`config.mk`:
```
export PLATFORM = sky130hd
export DESIGN_NAME = lsu
export DESIGN_NICKNAME = d
export VERILOG_FILES = /design/src/rtl/lsu.sv
export SDC_FILE = /design/constraint.sdc
export NUM_CORES = 1
export LEC_CHECK = 0
export BUFFER_PORTS_ARGS = -buffer_cell sky130_fd_sc_hd__buf_2
export CAP_MARGIN = 25
export CORE_MARGIN = 2
export CORE_UTILIZATION = 48
export DETAILED_ROUTE_END_ITERATION = 6
export GPL_TIMING_DRIVEN = 0
export HOLD_SLACK_MARGIN = 0.15
export PLACE_DENSITY = 0.85
export SYNTH_ARGS = -nofsm -noshare
export SYNTH_HDL_FRONTEND = slang
export SYNTH_SLANG_ARGS = --single-unit
```
`constraint.sdc`:
```
create_clock -name clk -period 2.2 [get_ports clk]
set_input_delay 0.22 -clock clk [delete_from_list [all_inputs] [get_ports clk]]
set_output_delay 0.22 -clock clk [all_outputs]
set_load 0.03 [all_outputs]
```
`src/rtl/lsu.sv`:
```
// Load/store unit: accepts one core memory request at a time, checks it for
// legality, drives a single-beat bus request with lane-formatted store data and
// byte mask, and returns sign/zero-extended load data with a one-cycle
// completion pulse.
//
// Ports
//   clk, rst_n              clock (rising edge), synchronous active-low reset
//   req_valid/req_ready     core request handshake (ready only while idle)
//   MemRd, MemWr, MemOp     request kind and access format
//   addr, wdata             byte address and right-aligned store data
//   resp_valid/resp_err     completion pulse and error flag
//   rdata                   registered load result
//   bus_valid/bus_ready     bus request handshake
//   bus_we, bus_addr        write flag, word-aligned address
//   bus_wdata, bus_wmask    lane-replicated store data and byte enables
//   bus_rvalid, bus_rdata   read return
module lsu #(
  parameter int unsigned ADDR_W = 32,
  parameter int unsigned DATA_W = 32
) (
  input  logic              clk,
  input  logic              rst_n,
  input  logic              req_valid,
  output logic              req_ready,
  input  logic              MemRd,
  input  logic              MemWr,
  input  logic [2:0]        MemOp,
  input  logic [ADDR_W-1:0] addr,
  input  logic [DATA_W-1:0] wdata,
  output logic              resp_valid,
  output logic              resp_err,
  output logic [DATA_W-1:0] rdata,
  output logic              bus_valid,
  input  logic              bus_ready,
  output logic              bus_we,
  output logic [ADDR_W-1:0] bus_addr,
  output logic [DATA_W-1:0] bus_wdata,
  output logic [3:0]        bus_wmask,
  input  logic              bus_rvalid,
  input  logic [DATA_W-1:0] bus_rdata
);

  typedef enum logic [1:0] {StIdle, StReq, StWait, StDone} state_e;

  state_e      state_q;
  logic [2:0]  op_q;       // access format of the transaction in flight
  logic [1:0]  off_q;      // byte offset within the word, for load extraction
  logic        is_load_q;

  logic              req_err;
  logic              req_noop;
  logic [DATA_W-1:0] fmt_wdata;
  logic [3:0]        fmt_wmask;
  logic [DATA_W-1:0] load_data;
  logic [7:0]        byte_v;
  logic [15:0]       half_v;

  assign req_ready = (state_q == StIdle);
  assign req_noop  = !MemRd && !MemWr;

  // Request legality, evaluated on the live inputs in the acceptance cycle.
  // Alignment only matters when the request actually touches memory.
  always_comb begin
    req_err = 1'b0;
    if (MemRd && MemWr) req_err = 1'b1;
    if (MemOp == 3'b011 || MemOp[2:1] == 2'b11) req_err = 1'b1;
    if (MemWr && MemOp[2]) req_err = 1'b1;
    if ((MemRd || MemWr) && MemOp[1:0] == 2'b01 && addr[0]) req_err = 1'b1;
    if ((MemRd || MemWr) && MemOp == 3'b010 && addr[1:0] != 2'b00) req_err = 1'b1;
  end

  // Store lane formatting: replicate the datum across the word and enable
  // only the addressed lanes.
  always_comb begin
    fmt_wdata = wdata;
    fmt_wmask = 4'b1111;
    case (MemOp[1:0])
      2'b00: begin
        fmt_wdata = {4{wdata[7:0]}};
        fmt_wmask = 4'b0001 << addr[1:0];
      end
      2'b01: begin
        fmt_wdata = {2{wdata[15:0]}};
        fmt_wmask = 4'b0011 << {addr[1], 1'b0};
      end
      default: begin
        fmt_wdata = wdata;
        fmt_wmask = 4'b1111;
      end
    endcase
    if (!MemWr) fmt_wmask = 4'b0000;
  end

  // Load extraction from the returned word; op_q[2] selects zero extension.
  always_comb begin
    load_data = bus_rdata;
    byte_v    = bus_rdata[{off_q, 3'b000} +: 8];
    half_v    = off_q[1] ? bus_rdata[31:16] : bus_rdata[15:0];
    case (op_q[1:0])
      2'b00:   load_data = op_q[2] ? {24'h0, byte_v} : {{24{byte_v[7]}}, byte_v};
      2'b01:   load_data = op_q[2] ? {16'h0, half_v} : {{16{half_v[15]}}, half_v};
      default: load_data = bus_rdata;
    endcase
  end

  always_ff @(posedge clk) begin
    if (!rst_n) begin
      state_q    <= StIdle;
      op_q       <= 3'b000;
      off_q      <= 2'b00;
      is_load_q  <= 1'b0;
      resp_valid <= 1'b0;
      resp_err   <= 1'b0;
      rdata      <= '0;
      bus_valid  <= 1'b0;
      bus_we     <= 1'b0;
      bus_addr   <= '0;
      bus_wdata  <= '0;
      bus_wmask  <= 4'b0000;
    end else begin
      resp_valid <= 1'b0;
      case (state_q)
        StIdle: begin
          if (req_valid) begin
            if (req_err || req_noop) begin
              // Error or no-op: complete directly without touching the bus.
              state_q    <= StDone;
              resp_valid <= 1'b1;
              resp_err   <= req_err;
              if (req_err) rdata <= '0;
            end else begin
              state_q   <= StReq;
              op_q      <= MemOp;
              off_q     <= addr[1:0];
              is_load_q <= MemRd;
              bus_valid <= 1'b1;
              bus_we    <= MemWr;
              bus_addr  <= {addr[ADDR_W-1:2], 2'b00};
              bus_wdata <= fmt_wdata;
              bus_wmask <= fmt_wmask;
            end
          end
        end
        StReq: begin
          if (bus_ready) begin
            bus_valid <= 1'b0;
            if (is_load_q) begin
              state_q <= StWait;
            end else begin
              state_q    <= StDone;
              resp_valid <= 1'b1;
              resp_err   <= 1'b0;
            end
          end
        end
        StWait: begin
          if (bus_rvalid) begin
            rdata      <= load_data;
            state_q    <= StDone;
            resp_valid <= 1'b1;
            resp_err   <= 1'b0;
          end
        end
        StDone: begin
          state_q <= StIdle;
        end
        default: begin
          state_q <= StIdle;
        end
      endcase
    end
  end

endmodule

```
# After elaboration in Yosys (flattened, before gate mapping)
# Cells that the tools add are included.
[word_totals]
register_bits = 110
inputBits = 106
wordCells = 94
out_inout_bits = 105
[classes]
eq_ne = 15
reduce_logical = 24
shift = 3
bitwise = 1
n_mux = 39
[ops]
columns = ["cell", "count"]
rows = [
  ["32-bit 2-to-1 mux", 6],
  ["32-bit case mux with 2 select lines", 3],
  ["32-bit by 6-bit variable part select with 8-bit output", 1],
  ["1-bit 2-to-1 mux", 19],
  ["16-bit 2-to-1 mux", 1],
  ["2-bit inequality test (second input constant)", 5],
  ["2-bit 2-to-1 mux", 4],
  ["2-bit case mux with 4 select lines", 1],
  ["4-bit case mux with 2 select lines", 1],
  ["1-bit logical AND", 7],
  ["2-bit by 1-bit == test with 1-bit output (second input constant)", 3],
  ["2-bit == test (second input constant)", 3],
  ["3-bit by 2-bit == test with 1-bit output (second input constant)", 2],
  ["2-bit zero test", 3],
  ["1-bit case mux with 3 select lines", 2],
  ["3-bit AND reduction", 2],
  ["6-bit AND reduction", 1],
  ["2-bit nonzero test", 3],
  ["5-bit AND reduction", 1],
  ["4-bit 2-to-1 mux", 1],
  ["2-bit by 1-bit inequality test with 1-bit output (second input constant)", 2],
  ["4-bit AND reduction", 1],
  ["1-bit by 2-bit left shift with 4-bit output (first input constant)", 1],
  ["2-bit by 2-bit left shift with 4-bit output (first input constant)", 1],
  ["other kinds (5)", 8],
]

# Longest topological paths before layout
[logic_depth]
ltp_word = 10
depth_mapped = 10
ltp_nobuf = 7

# Worst setup path after synthesis
# OpenSTA, ideal clock, no wires.
[synth_path]
path_kind = "reg-to-reg"
startpoint = "reg state_q[0]"
endpoint = "reg op_q[0]"
stages_incl_launch_ff = 10
n_path_buf = 3
t_required_ps = 2072
setup_time_ps = 128
slack_ps = -45
arrival_ps = 2117
synth_period_minus_slack_ps = 2245
path_cell_list = "dfxtp_1 -> inv_1 -> ha_1 -> clkbuf_1 -> nand2_1 -> nor3_2 -> buf_4 -> buf_4 -> mux2i_1 -> nor2_1"
[synth_via]
elab_chain_cells = 2
[synth_lines]
columns = ["item", "line_no", "text"]
rows = [
  ["start: declaration", "45", "state_e state_q;"],
  ["start signal: assignment", "108", "state_q <= StIdle;"],
  ["start signal: assignment", "127", "state_q <= StDone;"],
  ["start signal: assignment", "132", "state_q <= StReq;"],
  ["2-bit zero test", "-", ""],
  ["net req_ready", "24", "output logic req_ready,"],
  ["3-bit AND reduction (no line)", "-", ""],
  ["end signal: assignment", "133", "op_q <= MemOp;"],
  ["end: declaration", "46", "logic [2:0] op_q;"],
]
# The timed path passes the listed nets, and every way through them passes these cells.
# A chain may end at the register's enable or synchronous reset.

# Worst setup path after layout
[layout_path]
startpoint = "reg off_q[1]"
endpoint = "reg rdata[12]"
[layout_via]
elab_chain_cells = 5
word_cells_on_any_way = 7
classes_between = "shift (1); mux (6)"
[layout_lines]
columns = ["item", "line_no", "text"]
rows = [
  ["start: declaration", "47", "logic [1:0] off_q;"],
  ["start signal: assignment", "134", "off_q <= addr[1:0];"],
  ["32-bit by 6-bit variable part select with 8-bit output / 16-bit 2-to-1 mux (equally long branches)", "97, 98", ""],
  ["32-bit 2-to-1 mux, on equally long branches", "100, 101", ""],
  ["32-bit case mux with 2 select lines (*)", "99", "case (op_q[1:0])"],
  ["32-bit 2-to-1 mux (*)", "157", "if (bus_rvalid) begin"],
  ["32-bit case mux with 2 select lines (*)", "122", "case (state_q)"],
  ["end signal: assignment", "158", "rdata <= load_data;"],
  ["end: declaration", "32", "output logic [DATA_W-1:0] rdata,"],
]
# Mark *: on every way between the ends. The rest lies on a longest branch, timed or not. The select of a mux whose other input is x is not followed.

==> results.txt <==
Status: finished clean
Minimum clock period: 2100 ps
Clock Tree Root: clkbuf_8
Hold path startpoint: MemWr
Arr. time, crit path: 2420 ps
GRT overflow: 0
Drt drc: 0
Worst Skew: 15.3 ps
Register area share after synthesis: 43.8%
Clock transition at path regs: 100 ps
DRT Wirelength: 16.5 mm
Fin area: 6810 um2
All-Layer GR Usage: 28.5%
Layout area overhead: 35.5%
Share of layout cells above drive strength 1: 29.9%
Final Core Density: 66.5%
Leakage power: 3.04 nW
Synthesized area: 5020 um2
Skew-Pair Late Insertion Delay: 380 ps
Post-route insts no fill: 984
Worst r2r src: off_q[1]
Crit Path Max Fanout: 10
Starting Density: 49.1%
Reg2reg path depth: 6
Die span in y: 106 um
Crit. Startpoint: off_q[1]
Rows: 37
Tcrit/Tclk final: 95.5%
DR WL/cell: 16.7 um
Crit path capture type: register
RSZ-0062 raised after global routing: no
CTS Buf Count: 9
Fmax: 476 MHz
Number of enable flip-flop cells after synthesis: 0
# nets final: 952
Syn Inst Count: 590
First-pass GRT wire length: 25.7 mm
Via count: 5513
Die area: 11300 um2
Setup TNS: 0 ps
Asr flop ratio synth: 0%
Yosys warnings: 0
Peak VDD IR: 444 uV
Largest net degree at the start of global routing: 20
H-tree Lvls: 3
Die extent in x: 106 um
Router iterations before antenna repair: 5
Endpoints failing hold: 0
Number of vias per cell: 5.60
CORE AREA: 10200 um2
# IOs: 211
Max clock buf depth: 2
Setup slack, reg-to-reg: 100 ps
ANT nets after route: 0
Slew @ Worst Pin: 1010 ps
Worst hold path stage count: 2
Avg Inst Size Synth: 8.51 um2
Commonest non-fill, non-tap cell in the layout: buf_2
Hold crit path type: in2reg
Critical Path, Cell by Cell: buf_4, mux2i_1, or4_1, a221oi_2, a2bb2oi_1, a22o_1
Final hold slack: 163 ps
DRT iter0 DRCs: 409
Slew margin rel.: 32.7%
Yosys cell types: 47
Most frequent cells in the layout: buf_2, dfxtp_1, nand2_1
DP Wirelength: 11.6 mm
Placement Cell Area: 6220 um2
Number of synthesized register bits: 110
Startpoint types: register
Max-slew violation count: 0
CTS tree: done
Max stage delay on crit path: 540 ps
Crit path kind: reg2reg
PortBufs: 204
Vias in the first global route: 5142
Pre-CTS setup slack: -314 ps
MaxCap Viol Count: 0
Slowest CP cell: a221oi_2
Initial antenna violation count: 1
Placer Congestion: 0.859
Placed Cells: 931
Total power: 5.36 mW
PwrDens: 788 nW/um2
Final WS setup: 98.7 ps
CTS sink cnt: 110
# setup viols final: 0
Top_reg_cell synth: dfxtp_1
Critical Path RT: 2520 ps
## kinds of logic (layout without fill, tap and decap cells)
logic type,count (synthesis),after routing,share of synthesized area [%]
AND/OR/NAND/NOR,203,203,18.5
other,1,3,0.0747
adder cells (fa/ha/maj),4,4,0.997
flip-flops,110,110,43.8
AO/OA/AOI/OAI,167,167,22.6
multiplexers,40,40,8.00
buffers and inverters,65,321,6.03
## worst max-delay path: cells and delay by family, from the launching register on
kind | cells | cell delay (ps)
DFF | 1 | 310
AOI/OAI and AO/OA | 3 | 960
and+or+nand+nor | 1 | 500
buffers and inverters | 1 | 160
muxes | 1 | 130
## sequential cells by signal (all words and copies together), names as in the netlist
signal and cells:
off_q 2, rdata 32, op_q 3, bus_valid 1, resp_err 1, is_load_q 1, bus_wmask 4, bus_we 1
bus_addr 30, resp_valid 1, state_q 2, bus_wdata 32
## cell usage after synthesis, types with 8 or more instances
| master | count | area (um2) |
|---|---|---|
| nand3_1 | 45 | 225 |
| inv_1 | 10 | 37.5 |
| o21ai_0 | 71 | 355 |
| nor2_1 | 43 | 161 |
| a211oi_1 | 16 | 120 |
| clkbuf_1 | 34 | 128 |
| a21oi_1 | 12 | 60.1 |
| dfxtp_1 | 110 | 2200 |
| buf_2 | 8 | 40.0 |
| mux2i_1 | 39 | 390 |
| nand2_1 | 74 | 278 |
| a22o_1 | 23 | 201 |
| nor3_1 | 9 | 45.0 |
| nand2b_1 | 18 | 113 |
## final cells by class
cell class                 count  area, um2
antenna                        1       2.50
buffer                        53        265
clock buffer                  10        138
clock inverter                 6       52.6
fill                         865       3430
inverter                      10       37.5
multi-input combinational    416       2540
sequential                   110       2200
tap                          136        170
timing repair buffer         242       1400
## per-layer routing
| metal | vias up | part of all wire, % | global-route usage, % |
|---|---|---|---|
| met2 | 268 | 49 | 49.0 |
| met3 | 46 | 6.5 | 4.17 |
| li1 | 2611 | - | - |
| met1 | 2588 | 42 | 35.6 |
| met4 | 0 | 3.3 | 12.0 |
| met5 | - | 0 | 0 |
## report_power, final
| group | total, mW | internal, mW | leakage, nW | switching [mW] |
|---|---|---|---|---|
| Combinational | 1.85 | 0.667 | 2.05 | 1.18 |
| Clock | 1.21 | 0.464 | 0.0967 | 0.748 |
| Sequential | 2.30 | 2.19 | 0.892 | 0.113 |
## final timing paths
path                                      to
worst min register to register  bus_addr[26]
worst max register to register     rdata[12]
worst max-delay path               rdata[12]
worst min-delay path               is_load_q
## repair_timing
| action | 4_1_cts | 5_1_grt |
|---|---|---|
| pin swaps | 1 | 0 |
| resized for setup | 3 | 8 |
| hold endpoints to repair | 37 | 0 |
| buffers inserted | 1 | 0 |
| hold buffers | 37 | 0 |
| setup endpoints to repair | 73 | 47 |
Note: power is estimated with default switching activity, not from simulation.
